$ cat config.mk
export PLATFORM = sky130hd
export DESIGN_NAME = hazard_ctrl_flat
export DESIGN_NICKNAME = d
export VERILOG_FILES = /design/src/rtl/hazard_pkg.sv /design/src/rtl/hazard_ctrl_if.sv /design/src/rtl/hazard_ctrl_event_counter.sv /design/src/rtl/hazard_ctrl.sv /design/src/flat_wrapper.sv
export SDC_FILE = /design/constraint.sdc
export NUM_CORES = 1
export LEC_CHECK = 0
export CAP_MARGIN = 20
export CORE_ASPECT_RATIO = 1.5
export CORE_MARGIN = 3
export CORE_UTILIZATION = 46
export CTS_CLUSTER_DIAMETER = 120
export DETAILED_ROUTE_END_ITERATION = 12
export PLACE_DENSITY = 0.83
export SLEW_MARGIN = 10
export SYNTH_ARGS = -nofsm -noshare
export SYNTH_HDL_FRONTEND = slang
export SYNTH_SLANG_ARGS = --single-unit
$ cat constraint.sdc
create_clock -name clk -period 2.2 [get_ports clk]
set_input_delay 0.33 -clock clk [delete_from_list [all_inputs] [get_ports clk]]
set_output_delay 0.33 -clock clk [all_outputs]
set_load 0.02 [all_outputs]
$ cat src/rtl/hazard_pkg.sv
// hazard_pkg: shared types and constants for the pipeline hazard controller
package hazard_pkg;
  typedef enum logic {IDLE = 1'b0, MISS = 1'b1} miss_state_t;
  localparam logic [4:0] REG_ZERO = 5'd0;
endpackage

$ cat src/rtl/hazard_ctrl_if.sv
// hazard_ctrl_if: pipeline-facing hazard inputs and segment-register bubble/flush controls
interface hazard_ctrl_if;
  logic [4:0] reg1_src_ID, reg2_src_ID, reg_dest_EX;
  logic load_EX, jal_ID, redirect_EX, dmiss_MEM, mem_ready;
  logic bubbleF, bubbleD, bubbleE, bubbleM, bubbleW;
  logic flushF, flushD, flushE, flushM, flushW;
  modport master (
    output reg1_src_ID, reg2_src_ID, reg_dest_EX, load_EX, jal_ID, redirect_EX, dmiss_MEM, mem_ready,
    input bubbleF, bubbleD, bubbleE, bubbleM, bubbleW, flushF, flushD, flushE, flushM, flushW
  );
  modport slave (
    input reg1_src_ID, reg2_src_ID, reg_dest_EX, load_EX, jal_ID, redirect_EX, dmiss_MEM, mem_ready,
    output bubbleF, bubbleD, bubbleE, bubbleM, bubbleW, flushF, flushD, flushE, flushM, flushW
  );
endinterface

$ cat src/rtl/hazard_ctrl_event_counter.sv
// event_counter: wrapping event counter with synchronous clear taking priority over increment
module event_counter #(parameter int W = 32) (
  input  logic         clk,
  input  logic         rst_n,
  input  logic         clr,
  input  logic         inc,
  output logic [W-1:0] cnt
);
  always_ff @(posedge clk or negedge rst_n)
    if (!rst_n) cnt <= '0;
    else if (clr) cnt <= '0;
    else if (inc) cnt <= cnt + 1'b1;
endmodule

$ cat src/rtl/hazard_ctrl.sv
// hazard_ctrl: load-use, redirect and d-cache miss hazard resolution with event counters
module hazard_ctrl
  import hazard_pkg::*;
#(parameter int CNT_W = 32) (
  input  logic             clk,
  input  logic             rst_n,
  hazard_ctrl_if.slave     hz,
  input  logic             cnt_clr,
  output logic [CNT_W-1:0] stall_cnt,
  output logic [CNT_W-1:0] loaduse_cnt,
  output logic [CNT_W-1:0] redirect_cnt
);
  miss_state_t state;
  logic miss_stall, load_use, do_rd, do_lu, do_jal;
  always_ff @(posedge clk or negedge rst_n)
    if (!rst_n) state <= IDLE;
    else state <= (state == IDLE) ? (hz.dmiss_MEM ? MISS : IDLE) : (hz.mem_ready ? IDLE : MISS);
  // every response is gated by rst_n so the pipeline sees no controls while reset is held
  always_comb begin
    miss_stall = rst_n && ((state == MISS && !hz.mem_ready) || (state == IDLE && hz.dmiss_MEM));
    load_use = hz.load_EX && hz.reg_dest_EX != REG_ZERO &&
               (hz.reg_dest_EX == hz.reg1_src_ID || hz.reg_dest_EX == hz.reg2_src_ID);
    do_rd  = rst_n && !miss_stall && hz.redirect_EX;
    do_lu  = rst_n && !miss_stall && !hz.redirect_EX && load_use;
    do_jal = rst_n && !miss_stall && !hz.redirect_EX && !load_use && hz.jal_ID;
  end
  assign hz.bubbleF = miss_stall | do_lu;
  assign hz.bubbleD = miss_stall | do_lu;
  assign hz.bubbleE = miss_stall;
  assign hz.bubbleM = miss_stall;
  assign hz.bubbleW = miss_stall;
  assign hz.flushF  = 1'b0;
  assign hz.flushD  = do_rd | do_jal;
  assign hz.flushE  = do_rd | do_lu;
  assign hz.flushM  = 1'b0;
  assign hz.flushW  = 1'b0;
  event_counter #(.W(CNT_W)) u_stall    (.clk(clk), .rst_n(rst_n), .clr(cnt_clr), .inc(miss_stall), .cnt(stall_cnt));
  event_counter #(.W(CNT_W)) u_loaduse  (.clk(clk), .rst_n(rst_n), .clr(cnt_clr), .inc(do_lu),      .cnt(loaduse_cnt));
  event_counter #(.W(CNT_W)) u_redirect (.clk(clk), .rst_n(rst_n), .clr(cnt_clr), .inc(do_rd),      .cnt(redirect_cnt));
endmodule
$ cat src/flat_wrapper.sv
// flat-port wrapper written by rule: the top's interface ports become plain ports
module hazard_ctrl_flat import hazard_pkg::*;
#(parameter int CNT_W = 32)
  (clk, rst_n, cnt_clr, stall_cnt, loaduse_cnt, redirect_cnt, hz_reg1_src_ID, hz_reg2_src_ID, hz_reg_dest_EX, hz_load_EX, hz_jal_ID, hz_redirect_EX, hz_dmiss_MEM, hz_mem_ready, hz_bubbleF, hz_bubbleD, hz_bubbleE, hz_bubbleM, hz_bubbleW, hz_flushF, hz_flushD, hz_flushE, hz_flushM, hz_flushW);
  hazard_ctrl_if hz_i ();
  input  logic clk;
  input  logic rst_n;
  input  logic cnt_clr;
  output logic [CNT_W-1:0] stall_cnt;
  output logic [CNT_W-1:0] loaduse_cnt;
  output logic [CNT_W-1:0] redirect_cnt;
  input wire logic [$bits(hz_i.reg1_src_ID)-1:0] hz_reg1_src_ID;
  input wire logic [$bits(hz_i.reg2_src_ID)-1:0] hz_reg2_src_ID;
  input wire logic [$bits(hz_i.reg_dest_EX)-1:0] hz_reg_dest_EX;
  input wire logic [$bits(hz_i.load_EX)-1:0] hz_load_EX;
  input wire logic [$bits(hz_i.jal_ID)-1:0] hz_jal_ID;
  input wire logic [$bits(hz_i.redirect_EX)-1:0] hz_redirect_EX;
  input wire logic [$bits(hz_i.dmiss_MEM)-1:0] hz_dmiss_MEM;
  input wire logic [$bits(hz_i.mem_ready)-1:0] hz_mem_ready;
  output wire logic [$bits(hz_i.bubbleF)-1:0] hz_bubbleF;
  output wire logic [$bits(hz_i.bubbleD)-1:0] hz_bubbleD;
  output wire logic [$bits(hz_i.bubbleE)-1:0] hz_bubbleE;
  output wire logic [$bits(hz_i.bubbleM)-1:0] hz_bubbleM;
  output wire logic [$bits(hz_i.bubbleW)-1:0] hz_bubbleW;
  output wire logic [$bits(hz_i.flushF)-1:0] hz_flushF;
  output wire logic [$bits(hz_i.flushD)-1:0] hz_flushD;
  output wire logic [$bits(hz_i.flushE)-1:0] hz_flushE;
  output wire logic [$bits(hz_i.flushM)-1:0] hz_flushM;
  output wire logic [$bits(hz_i.flushW)-1:0] hz_flushW;
  assign hz_i.reg1_src_ID = hz_reg1_src_ID;
  assign hz_i.reg2_src_ID = hz_reg2_src_ID;
  assign hz_i.reg_dest_EX = hz_reg_dest_EX;
  assign hz_i.load_EX = hz_load_EX;
  assign hz_i.jal_ID = hz_jal_ID;
  assign hz_i.redirect_EX = hz_redirect_EX;
  assign hz_i.dmiss_MEM = hz_dmiss_MEM;
  assign hz_i.mem_ready = hz_mem_ready;
  assign hz_bubbleF = hz_i.bubbleF;
  assign hz_bubbleD = hz_i.bubbleD;
  assign hz_bubbleE = hz_i.bubbleE;
  assign hz_bubbleM = hz_i.bubbleM;
  assign hz_bubbleW = hz_i.bubbleW;
  assign hz_flushF = hz_i.flushF;
  assign hz_flushD = hz_i.flushD;
  assign hz_flushE = hz_i.flushE;
  assign hz_flushM = hz_i.flushM;
  assign hz_flushW = hz_i.flushW;
  hazard_ctrl #(.CNT_W(CNT_W)) u_core (.clk(clk), .rst_n(rst_n), .hz(hz_i), .cnt_clr(cnt_clr), .stall_cnt(stall_cnt), .loaduse_cnt(loaduse_cnt), .redirect_cnt(redirect_cnt));
endmodule
==> results of run 1 <==
-- timing repair --
item,CTS,global route
pin swaps,5,5
endpoints found under the setup margin,9,10
buffers inserted,0,4
gates resized for setup,32,13
hold endpoints to repair,1,0
hold buffers,1,0
-- cell type report --
cell class | instances | area [sq um]
clock inverter | 3 | 67.6
clock buffer | 11 | 233
tap | 150 | 188
multi-input combinational | 453 | 2860
timing repair buffer | 180 | 1660
fill | 925 | 4090
sequential | 97 | 2430
inverter | 16 | 60.1
-- through the flow --
stage          hold WS, ns  cells  setup slack (ns)  total power, mW  util (%)
2_1_floorplan       0.0344    603            0.0189             2.00         -
3_3_place_gp         0.153    891            -0.476             2.17      61.5
3_5_place_dp         0.151    891            -0.650             2.18      61.5
4_1_cts              0.128    906           0.00595             3.82      64.1
5_1_grt              0.167    910           -0.0411             3.92      64.7
6_report             0.119    910            0.0206             3.79      64.7
-- synthesized netlist by cell type, types with 2 or more instances --
| library cell | instances |
|---|---|
| buf_4 | 6 |
| nor3_2 | 2 |
| ha_1 | 3 |
| o41ai_1 | 4 |
| o21ba_2 | 3 |
| or4b_1 | 3 |
| nor2b_1 | 3 |
| clkbuf_1 | 20 |
| dfrtp_1 | 97 |
| a2111oi_2 | 2 |
| mux2_2 | 2 |
| nor3b_1 | 3 |
| buf_6 | 3 |
| nand3_1 | 52 |
| and3_1 | 11 |
| inv_1 | 16 |
| xor2_1 | 43 |
| nor4_1 | 10 |
| nand4_1 | 30 |
| nor2_1 | 63 |
| and2_1 | 5 |
| a21boi_0 | 2 |
| o21ai_0 | 13 |
| and4_1 | 3 |
| xnor2_1 | 14 |
| nand2_1 | 32 |
| nor3_1 | 16 |
| o21a_1 | 2 |
| a21o_1 | 3 |
| nand2b_1 | 3 |
| or4_1 | 31 |
| buf_2 | 8 |
| o31ai_1 | 27 |
| a21oi_1 | 44 |
| or3_1 | 10 |
-- routing by layer --
metal	up-vias	part of all wire, %	wire [microns]
li1	2503	-	-
met1	2583	39	6120
met2	220	52	8270
met3	23	7.3	1160
met4	0	1.6	254
met5	-	0	0
-- critical path, cell delays in order, from the launching register on --
cell,delay (ns)
dfrtp_1,0.45
and4_4,0.29
nand2_2,0.11
or4_4,0.59
buf_4,0.18
or3_1,0.31
a21oi_1,0.16
-- how the worst max path moves through the flow --
stage                        startpoint                        end  slack, ns  cells past startpoint
4_1_cts               hz_reg_dest_EX[4]                  hz_flushD      0.006                      6
6_report       u_core.u_redirect.cnt[4]  u_core.u_redirect.cnt[30]       0.02                      6
3_3_place_gp          hz_reg_dest_EX[0]                  hz_flushD      -0.48                      6
2_1_floorplan         hz_reg_dest_EX[0]                 hz_bubbleF       0.02                      7
5_1_grt        u_core.u_redirect.cnt[4]  u_core.u_redirect.cnt[30]      -0.04                      6
3_5_place_dp          hz_reg_dest_EX[0]                  hz_flushD      -0.65                      6
-- cells by family after synthesis --
logic type / share of synthesized area [%]
simple gates: 28.9
compound gates: 11.7
flops: 44.3
xor+xnor: 9.11
buf+inv: 4.63
fa+ha+maj: 0.685
mux: 0.593
other cells: 0.0684
-- flip-flops by register name, summed over array words and instances (netlist names) --
| register | cells |
|---|---|
| u_core.u_loaduse.cnt | 32 |
| u_core.u_redirect.cnt | 32 |
| u_core.u_stall.cnt | 32 |
| u_core.state | 1 |
-- cells in the final DEF (no fill, tap or decap), types with 10 or more instances in the layout --
cell	n
a21oi_1	43
and3_1	11
buf_4	54
clkdlybuf4s50_1	110
dfrtp_1	97
inv_1	16
nand2_1	32
nand3_1	52
nand4_1	30
nor2_1	63
nor3_1	13
nor4_1	10
o31ai_1	26
or3_1	10
or4_1	30
xnor2_1	14
xor2_1	43
-- report_power, final --
group	leakage (nW)	internal [mW]	switching, mW	total (mW)
combinational	1.42	0.138	0.215	0.353
clock	0.142	0.986	0.652	1.64
sequential	1.35	1.79	0.00929	1.80
total	2.92	2.91	0.876	3.79
==> impl_results.html, run 1 <==
<table>
<tr><th>Metric</th><th>Value</th></tr>
<tr><th colspan="2">Synthesis</th></tr>
<tr><td>Synth Cell Area</td><td>5480 sq um</td></tr>
<tr><td>Synthesized instance count</td><td>601</td></tr>
<tr><td>Register bit total from synthesis</td><td>97</td></tr>
<tr><td>Library cell with the largest summed area after synthesis</td><td>dfrtp_1</td></tr>
<tr><td>Async S/R FF share, synth</td><td>100%</td></tr>
<tr><td>Share of the synthesized area in the top cell type</td><td>44.3%</td></tr>
<tr><td>Sequential fraction of the synthesis area</td><td>44.3%</td></tr>
<tr><td>Avg Inst Size Synth</td><td>between 9 and 10 sq um</td></tr>
<tr><td>Yosys warns</td><td>0</td></tr>
<tr><td>Number of library cell types mapped by synthesis</td><td>47</td></tr>
<tr><td>Top cells by area in the synthesized netlist</td><td>dfrtp_1 (44%), xor2_1 (6.9%), nand3_1 (4.7%)</td></tr>
<tr><td>Main flop type after synthesis</td><td>dfrtp_1</td></tr>
<tr><td>Number of flops mapped to enable cells by yosys</td><td>0</td></tr>
<tr><th colspan="2">STA</th></tr>
<tr><td>Final worst path period share</td><td>99.1%</td></tr>
<tr><td>Final sum of negative setup slack</td><td>0 ns</td></tr>
<tr><td>Final Slew Violations</td><td>0</td></tr>
<tr><td>Transition time at the pin with the least slew margin</td><td>0.821 ns</td></tr>
<tr><td>Final number of hold-violating endpoints</td><td>0</td></tr>
<tr><td>Headroom to the max-slew limit</td><td>between 40% and 50%</td></tr>
<tr><td>Clock Skew</td><td>between 0.007 and 0.008 ns</td></tr>
<tr><td>Clock period minus final worst setup slack</td><td>between 2 and 2.5 ns</td></tr>
<tr><td>Count of endpoints failing setup in the final report</td><td>0</td></tr>
<tr><td>Maximum frequency from static timing analysis</td><td>459 MHz</td></tr>
<tr><th colspan="2">Layout</th></tr>
<tr><td>Area growth, synth to finish</td><td>36.8%</td></tr>
<tr><td>Design Area, Final</td><td>7500 sq um</td></tr>
<tr><td>Number of antenna repair diodes</td><td>0</td></tr>
<tr><td>Fraction of layout cells with a size suffix above 1</td><td>13.2%</td></tr>
<tr><td>Nets</td><td>783</td></tr>
<tr><th colspan="2">Route</th></tr>
<tr><td>First-pass detailed-route iteration total</td><td>6</td></tr>
<tr><td>Remaining DRCs</td><td>0</td></tr>
<tr><td>Number of vias per cell</td><td>5.86</td></tr>
<tr><td>Total wire length</td><td>~16000 microns</td></tr>
<tr><td>Via Count</td><td>between 5000 and 6000</td></tr>
<tr><td>DRT iter0 DRCs</td><td>286</td></tr>
<tr><td>Post-DRT Antenna Nets</td><td>0</td></tr>
<tr><td>Routed length per placed instance</td><td>~17 microns</td></tr>
<tr><th colspan="2">Global route</th></tr>
<tr><td>Pin count of the biggest net entering global routing</td><td>63</td></tr>
<tr><td>Vias in the first global route</td><td>5294</td></tr>
<tr><td>Overflow after GRT</td><td>0</td></tr>
<tr><td>Antenna violations before repair</td><td>0</td></tr>
<tr><td>GRT Overall Usage</td><td>a little under a quarter</td></tr>
<tr><td>Most heavily used metal layer in global routing</td><td>met2</td></tr>
<tr><td>Met2 Use GR</td><td>a little over two fifths</td></tr>
<tr><td>Met1 usage</td><td>28.8%</td></tr>
<tr><td>Global-route wire length before repair</td><td>25800 microns</td></tr>
<tr><td>Met3 track demand over resource</td><td>5.30%</td></tr>
<tr><th colspan="2">Outcome</th></tr>
<tr><td>Status</td><td>finished, final reports clean</td></tr>
<tr><th colspan="2">Floorplan</th></tr>
<tr><td>Row Count</td><td>48</td></tr>
<tr><td>Overall die area</td><td>13300 sq um</td></tr>
<tr><td>Initial standard-cell utilization of the core</td><td>about 47%</td></tr>
<tr><td>Count of boundary I/O pins</td><td>129</td></tr>
<tr><td>Width of the chip</td><td>95.1 microns</td></tr>
<tr><td>Core region area</td><td>11600 sq um</td></tr>
<tr><td>Vert. Die Dim</td><td>about 140 microns</td></tr>
<tr><th colspan="2">Place</th></tr>
<tr><td>Standard cell area after detailed placement</td><td>between 7000 and 8000 sq um</td></tr>
<tr><td>Port-buffer cells</td><td>125</td></tr>
<tr><td>Routability congestion estimate</td><td>0.875</td></tr>
<tr><td>HPWL after DPL</td><td>11300 microns</td></tr>
<tr><th colspan="2">Worst setup path</th></tr>
<tr><td>Setup slack of the worst register-to-register path</td><td>between 0.02 and 0.025 ns</td></tr>
<tr><td>Critical path arrival</td><td>2.43 ns</td></tr>
<tr><td>Register-to-Register Path Depth</td><td>6</td></tr>
<tr><td>Start of the worst register-to-register path</td><td>u_core.u_redirect.cnt[4]</td></tr>
<tr><td>Worst flop-to-flop path endpoint</td><td>u_core.u_redirect.cnt[30]</td></tr>
<tr><td>Worst Setup Start Kind</td><td>flip-flop</td></tr>
<tr><td>WS Path Type</td><td>reg2reg</td></tr>
<tr><td>Type of destination of the critical path</td><td>flip-flop</td></tr>
<tr><td>CP max FO</td><td>8</td></tr>
<tr><td>Required time of the worst setup path</td><td>2.45 ns</td></tr>
<tr><th colspan="2">Power and ir drop</th></tr>
<tr><td>Leakage</td><td>roughly 2.9 nW</td></tr>
<tr><td>Cell Pwr Density</td><td>~500 nW/um^2</td></tr>
<tr><td>Max IR drop VDD</td><td>0.000500 V</td></tr>
<tr><th colspan="2">Hold path</th></tr>
<tr><td>HP Class</td><td>in2async</td></tr>
<tr><th colspan="2">CTS</th></tr>
<tr><td>Total number of clock tree sinks</td><td>97</td></tr>
<tr><td>Clock latency on the worst-skew pair</td><td>between 0.3 and 0.4 ns</td></tr>
<tr><td>Number of clock buffers inserted by TritonCTS</td><td>9</td></tr>
<tr><td>Clk buf depth</td><td>2</td></tr>
<tr><td>Count of H-tree levels built during CTS</td><td>3</td></tr>
<tr><td>Worst-path clk slew</td><td>about 0.070 ns</td></tr>
<tr><td>Buffer cell driving the clock tree root</td><td>clkbuf_16</td></tr>
<tr><td>CTS tree</td><td>yes</td></tr>
<tr><th colspan="2">Flow run</th></tr>
<tr><td>Number of violations of the max-capacitance limit</td><td>0</td></tr>
</table>
No activity file was read; power rests on OpenSTA's default activity.
==> run 2: changes to the inputs <==
--- a/config.mk
+++ b/config.mk
@@ -8,10 +8,10 @@
 export CAP_MARGIN = 20
 export CORE_ASPECT_RATIO = 1.5
 export CORE_MARGIN = 3
-export CORE_UTILIZATION = 46
+export CORE_UTILIZATION = 47
 export CTS_CLUSTER_DIAMETER = 120
 export DETAILED_ROUTE_END_ITERATION = 12
-export PLACE_DENSITY = 0.83
+export PLACE_DENSITY = 0.81
 export SLEW_MARGIN = 10
 export SYNTH_ARGS = -nofsm -noshare
 export SYNTH_HDL_FRONTEND = slang
==> constraint.sdc (replaced) <==
create_clock -name clk -period 2.29 [get_ports clk]
set_input_delay 0.3435 -clock clk [delete_from_list [all_inputs] [get_ports clk]]
set_output_delay 0.3435 -clock clk [all_outputs]
set_load 0.02 [all_outputs]
==> run 2 against run 1 <==
Effect of this change:
- sequential cell count unchanged
- design area increased by 0.67%
- sequential power decreased by 4%
- clock power decreased by 5%
- final cell count up 0.22%
- clock skew barely moved
- die area shrank 2.0%
- hold slack got worse by 0.0024 ns
- critical path type is now in2out
==> impl_results.html, run 2 (same netlist as run 1, synthesis figures left out) <==
<table>
<tr><th>Metric</th><th>Value</th></tr>
<tr><th colspan="2">Global route</th></tr>
<tr><td>Pin count of the biggest net entering global routing</td><td>between 50 and 60</td></tr>
<tr><td>Most heavily used metal layer in global routing</td><td>met2</td></tr>
<tr><td>Overflow after GRT</td><td>0</td></tr>
<tr><td>Met3 track demand over resource</td><td>6.90%</td></tr>
<tr><td>Vias in the first global route</td><td>5382</td></tr>
<tr><td>Antenna violations before repair</td><td>0</td></tr>
<tr><td>Met2 Use GR</td><td>43.5%</td></tr>
<tr><td>Global-route wire length before repair</td><td>~26000 microns</td></tr>
<tr><td>GRT Overall Usage</td><td>between 20% and 30%</td></tr>
<tr><td>Met1 usage</td><td>between 20% and 30%</td></tr>
<tr><th colspan="2">Power and ir drop</th></tr>
<tr><td>Max IR drop VDD</td><td>0.000413 V</td></tr>
<tr><td>Leakage</td><td>2.97 nW</td></tr>
<tr><td>Total power</td><td>approximately 3.6 mW</td></tr>
<tr><td>Cell Pwr Density</td><td>480 nW/um^2</td></tr>
<tr><th colspan="2">Layout</th></tr>
<tr><td>Fraction of layout cells with a size suffix above 1</td><td>approximately 14%</td></tr>
<tr><td>Number of antenna repair diodes</td><td>0</td></tr>
<tr><td>Largest regs</td><td>u_core.u_loaduse.cnt (32), u_core.u_redirect.cnt (32), u_core.u_stall.cnt (32)</td></tr>
<tr><td>Area of all sequential standard cells</td><td>2430 sq um</td></tr>
<tr><td>Nets</td><td>786</td></tr>
<tr><td>Fill cell count</td><td>845</td></tr>
<tr><td>Most common cell after layout, fill and taps aside</td><td>clkdlybuf4s50_1</td></tr>
<tr><td>Area growth, synth to finish</td><td>37.7%</td></tr>
<tr><td>Top library cells by usage in the layout, fill and taps aside</td><td>clkdlybuf4s50_1 (112), dfrtp_1 (97), nor2_1 (63), buf_4 (56), nand3_1 (52)</td></tr>
<tr><td>Multi-input gate area in the final layout</td><td>approximately 2900 sq um</td></tr>
<tr><td>Design Area, Final</td><td>7550 sq um</td></tr>
<tr><th colspan="2">Floorplan</th></tr>
<tr><td>Width of the chip</td><td>94.2 microns</td></tr>
<tr><td>Count of boundary I/O pins</td><td>129</td></tr>
<tr><td>Core region area</td><td>between 10000 and 15000 sq um</td></tr>
<tr><td>Row Count</td><td>47</td></tr>
<tr><td>Vert. Die Dim</td><td>138 microns</td></tr>
<tr><td>Overall die area</td><td>~13000 sq um</td></tr>
<tr><td>Initial standard-cell utilization of the core</td><td>between 40% and 50%</td></tr>
<tr><th colspan="2">STA</th></tr>
<tr><td>Clock period minus final worst setup slack</td><td>roughly 2.2 ns</td></tr>
<tr><td>Transition time at the pin with the least slew margin</td><td>between 0.7 and 0.8 ns</td></tr>
<tr><td>Final number of hold-violating endpoints</td><td>0</td></tr>
<tr><td>Headroom to the max-slew limit</td><td>48.6%</td></tr>
<tr><td>Clock Skew</td><td>~0.0083 ns</td></tr>
<tr><td>Final worst path period share</td><td>94.7%</td></tr>
<tr><td>Setup repair after global routing missed its margin</td><td>no</td></tr>
<tr><td>Count of endpoints failing setup in the final report</td><td>0</td></tr>
<tr><td>Maximum frequency from static timing analysis</td><td>approximately 460 MHz</td></tr>
<tr><td>Final Slew Violations</td><td>0</td></tr>
<tr><th colspan="2">Outcome</th></tr>
<tr><td>Status</td><td>finished, final reports clean</td></tr>
<tr><th colspan="2">Worst setup path</th></tr>
<tr><td>Cells along the critical path</td><td>clkdlybuf4s50_1 &gt; xor2_1 &gt; nor2_1 &gt; a22oi_2 &gt; buf_4 &gt; o21ai_4 &gt; buf_4</td></tr>
<tr><td>Type of destination of the critical path</td><td>output pin</td></tr>
<tr><td>WS Path Type</td><td>in2out</td></tr>
<tr><td>Start of the worst register-to-register path</td><td>u_core.u_loaduse.cnt[21]</td></tr>
<tr><td>CP max FO</td><td>3</td></tr>
<tr><td>Setup slack of the worst register-to-register path</td><td>between 0.15 and 0.2 ns</td></tr>
<tr><td>Cell mode on critical path</td><td>buf_4</td></tr>
<tr><td>CP max stage delay</td><td>0.53 ns</td></tr>
<tr><td>Required time of the worst setup path</td><td>1.95 ns</td></tr>
<tr><td>Register-to-Register Path Depth</td><td>5</td></tr>
<tr><td>Cell with the largest stage delay on the worst path</td><td>clkdlybuf4s50_1</td></tr>
<tr><td>Worst flop-to-flop path endpoint</td><td>u_core.u_loaduse.cnt[31]</td></tr>
<tr><td>Worst Setup Start Kind</td><td>primary input</td></tr>
<tr><td>Critical path arrival</td><td>1.83 ns</td></tr>
<tr><th colspan="2">Place</th></tr>
<tr><td>Standard cell area after detailed placement</td><td>approximately 7000 sq um</td></tr>
<tr><td>HPWL after DPL</td><td>11300 microns</td></tr>
<tr><td>Port-buffer cells</td><td>125</td></tr>
<tr><td>Routability congestion estimate</td><td>0.839</td></tr>
<tr><th colspan="2">Route</th></tr>
<tr><td>Total wire length</td><td>15900 microns</td></tr>
<tr><td>Remaining DRCs</td><td>0</td></tr>
<tr><td>Via Count</td><td>5405</td></tr>
<tr><td>DRT iter0 DRCs</td><td>279</td></tr>
<tr><td>First-pass detailed-route iteration total</td><td>5</td></tr>
<tr><td>Routed length per placed instance</td><td>roughly 17 microns</td></tr>
<tr><td>Post-DRT Antenna Nets</td><td>0</td></tr>
<tr><td>Number of vias per cell</td><td>5.93</td></tr>
<tr><th colspan="2">CTS</th></tr>
<tr><td>Clk buf depth</td><td>2</td></tr>
<tr><td>Worst-path clk slew</td><td>roughly 0.06 ns</td></tr>
<tr><td>Clock latency on the worst-skew pair</td><td>0.34 ns</td></tr>
<tr><td>Buffer cell driving the clock tree root</td><td>clkbuf_16</td></tr>
<tr><td>Total number of clock tree sinks</td><td>97</td></tr>
<tr><td>Number of clock buffers inserted by TritonCTS</td><td>9</td></tr>
<tr><td>CTS tree</td><td>yes</td></tr>
<tr><td>Count of H-tree levels built during CTS</td><td>3</td></tr>
<tr><th colspan="2">Hold path</th></tr>
<tr><td>HP Class</td><td>in2async</td></tr>
<tr><th colspan="2">Flow run</th></tr>
<tr><td>Number of violations of the max-capacitance limit</td><td>0</td></tr>
</table>
run 2: changes by cell type in the layout (fill, tap and decap cells not counted), moves of 2 or more:
cell / delta
nor3_1: +2
clkdlybuf4s50_1: +2
nor3_2: -2
buf_4: +2
clkinv_4: +2
o21ai_1: -2
clkbuf_1: -2
clkinv_2: +2
run 2: critical path: cells and delay by family:
kind	cells	cell delay [ns]
buf+inv	3	0.87
compound gates	2	0.31
xor+xnor	1	0.22
simple gates	1	0.08
run 2: area by class of cell:
type,instances,share of cell area (%)
Timing Repair Buffer,183,22.4
Sequential cell,97,32.2
Clock inverter,6,0.879
Tap cell,147,2.44
Clock buffer,10,3.17
Inverter,16,0.796
Multi-Input combinational cell,453,38.1
run 2: routing by layer:
metal | vias to the layer above | share of wire [%]
met5 | - | 0
met4 | 0 | 1.8
met3 | 24 | 7.0
met2 | 198 | 53
met1 | 2670 | 38
li1 | 2513 | -
run 2: worst max path at each step:
stage / cells after the start / slack (ns) / to / start
6_report: 7 / 0.12 / hz_bubbleF / hz_reg_dest_EX[1]
3_5_place_dp: 6 / -0.60 / hz_flushD / hz_reg_dest_EX[3]
5_1_grt: 7 / 0.03 / hz_bubbleF / hz_reg_dest_EX[1]
2_1_floorplan: 7 / 0.04 / hz_bubbleF / hz_reg_dest_EX[0]
4_1_cts: 7 / 0.005 / hz_bubbleF / hz_reg_dest_EX[0]
3_3_place_gp: 6 / -0.47 / hz_flushD / hz_reg_dest_EX[3]
run 2: power breakdown:
part / leakage (nW) / total [mW] / switching, mW / internal, mW
logic: 1.46 / 0.344 / 0.208 / 0.135
clock network: 0.153 / 1.55 / 0.670 / 0.881
registers: 1.35 / 1.73 / 0.0102 / 1.72
run 2: what timing repair did:
action	in CTS	in global routing
resized for setup	31	15
pin swaps	6	3
setup buffers	2	7
hold buffers	1	0
endpoints found under the setup margin	7	28
hold endpoints to repair	7	0
run 2: stage by stage:
stage	std cells	setup TNS, ns	setup slack (ns)	hold slack (ns)	utilization (%)
3_3_place_gp	886	-7.45	-0.474	0.165	63.3
3_5_place_dp	886	-10.26	-0.601	0.167	63.3
4_1_cts	905	0	0.00507	0.359	66.1
2_1_floorplan	603	0	0.0392	0.0479	-
5_1_grt	912	0	0.0251	0.120	67.2
6_report	912	0	0.121	0.117	67.2
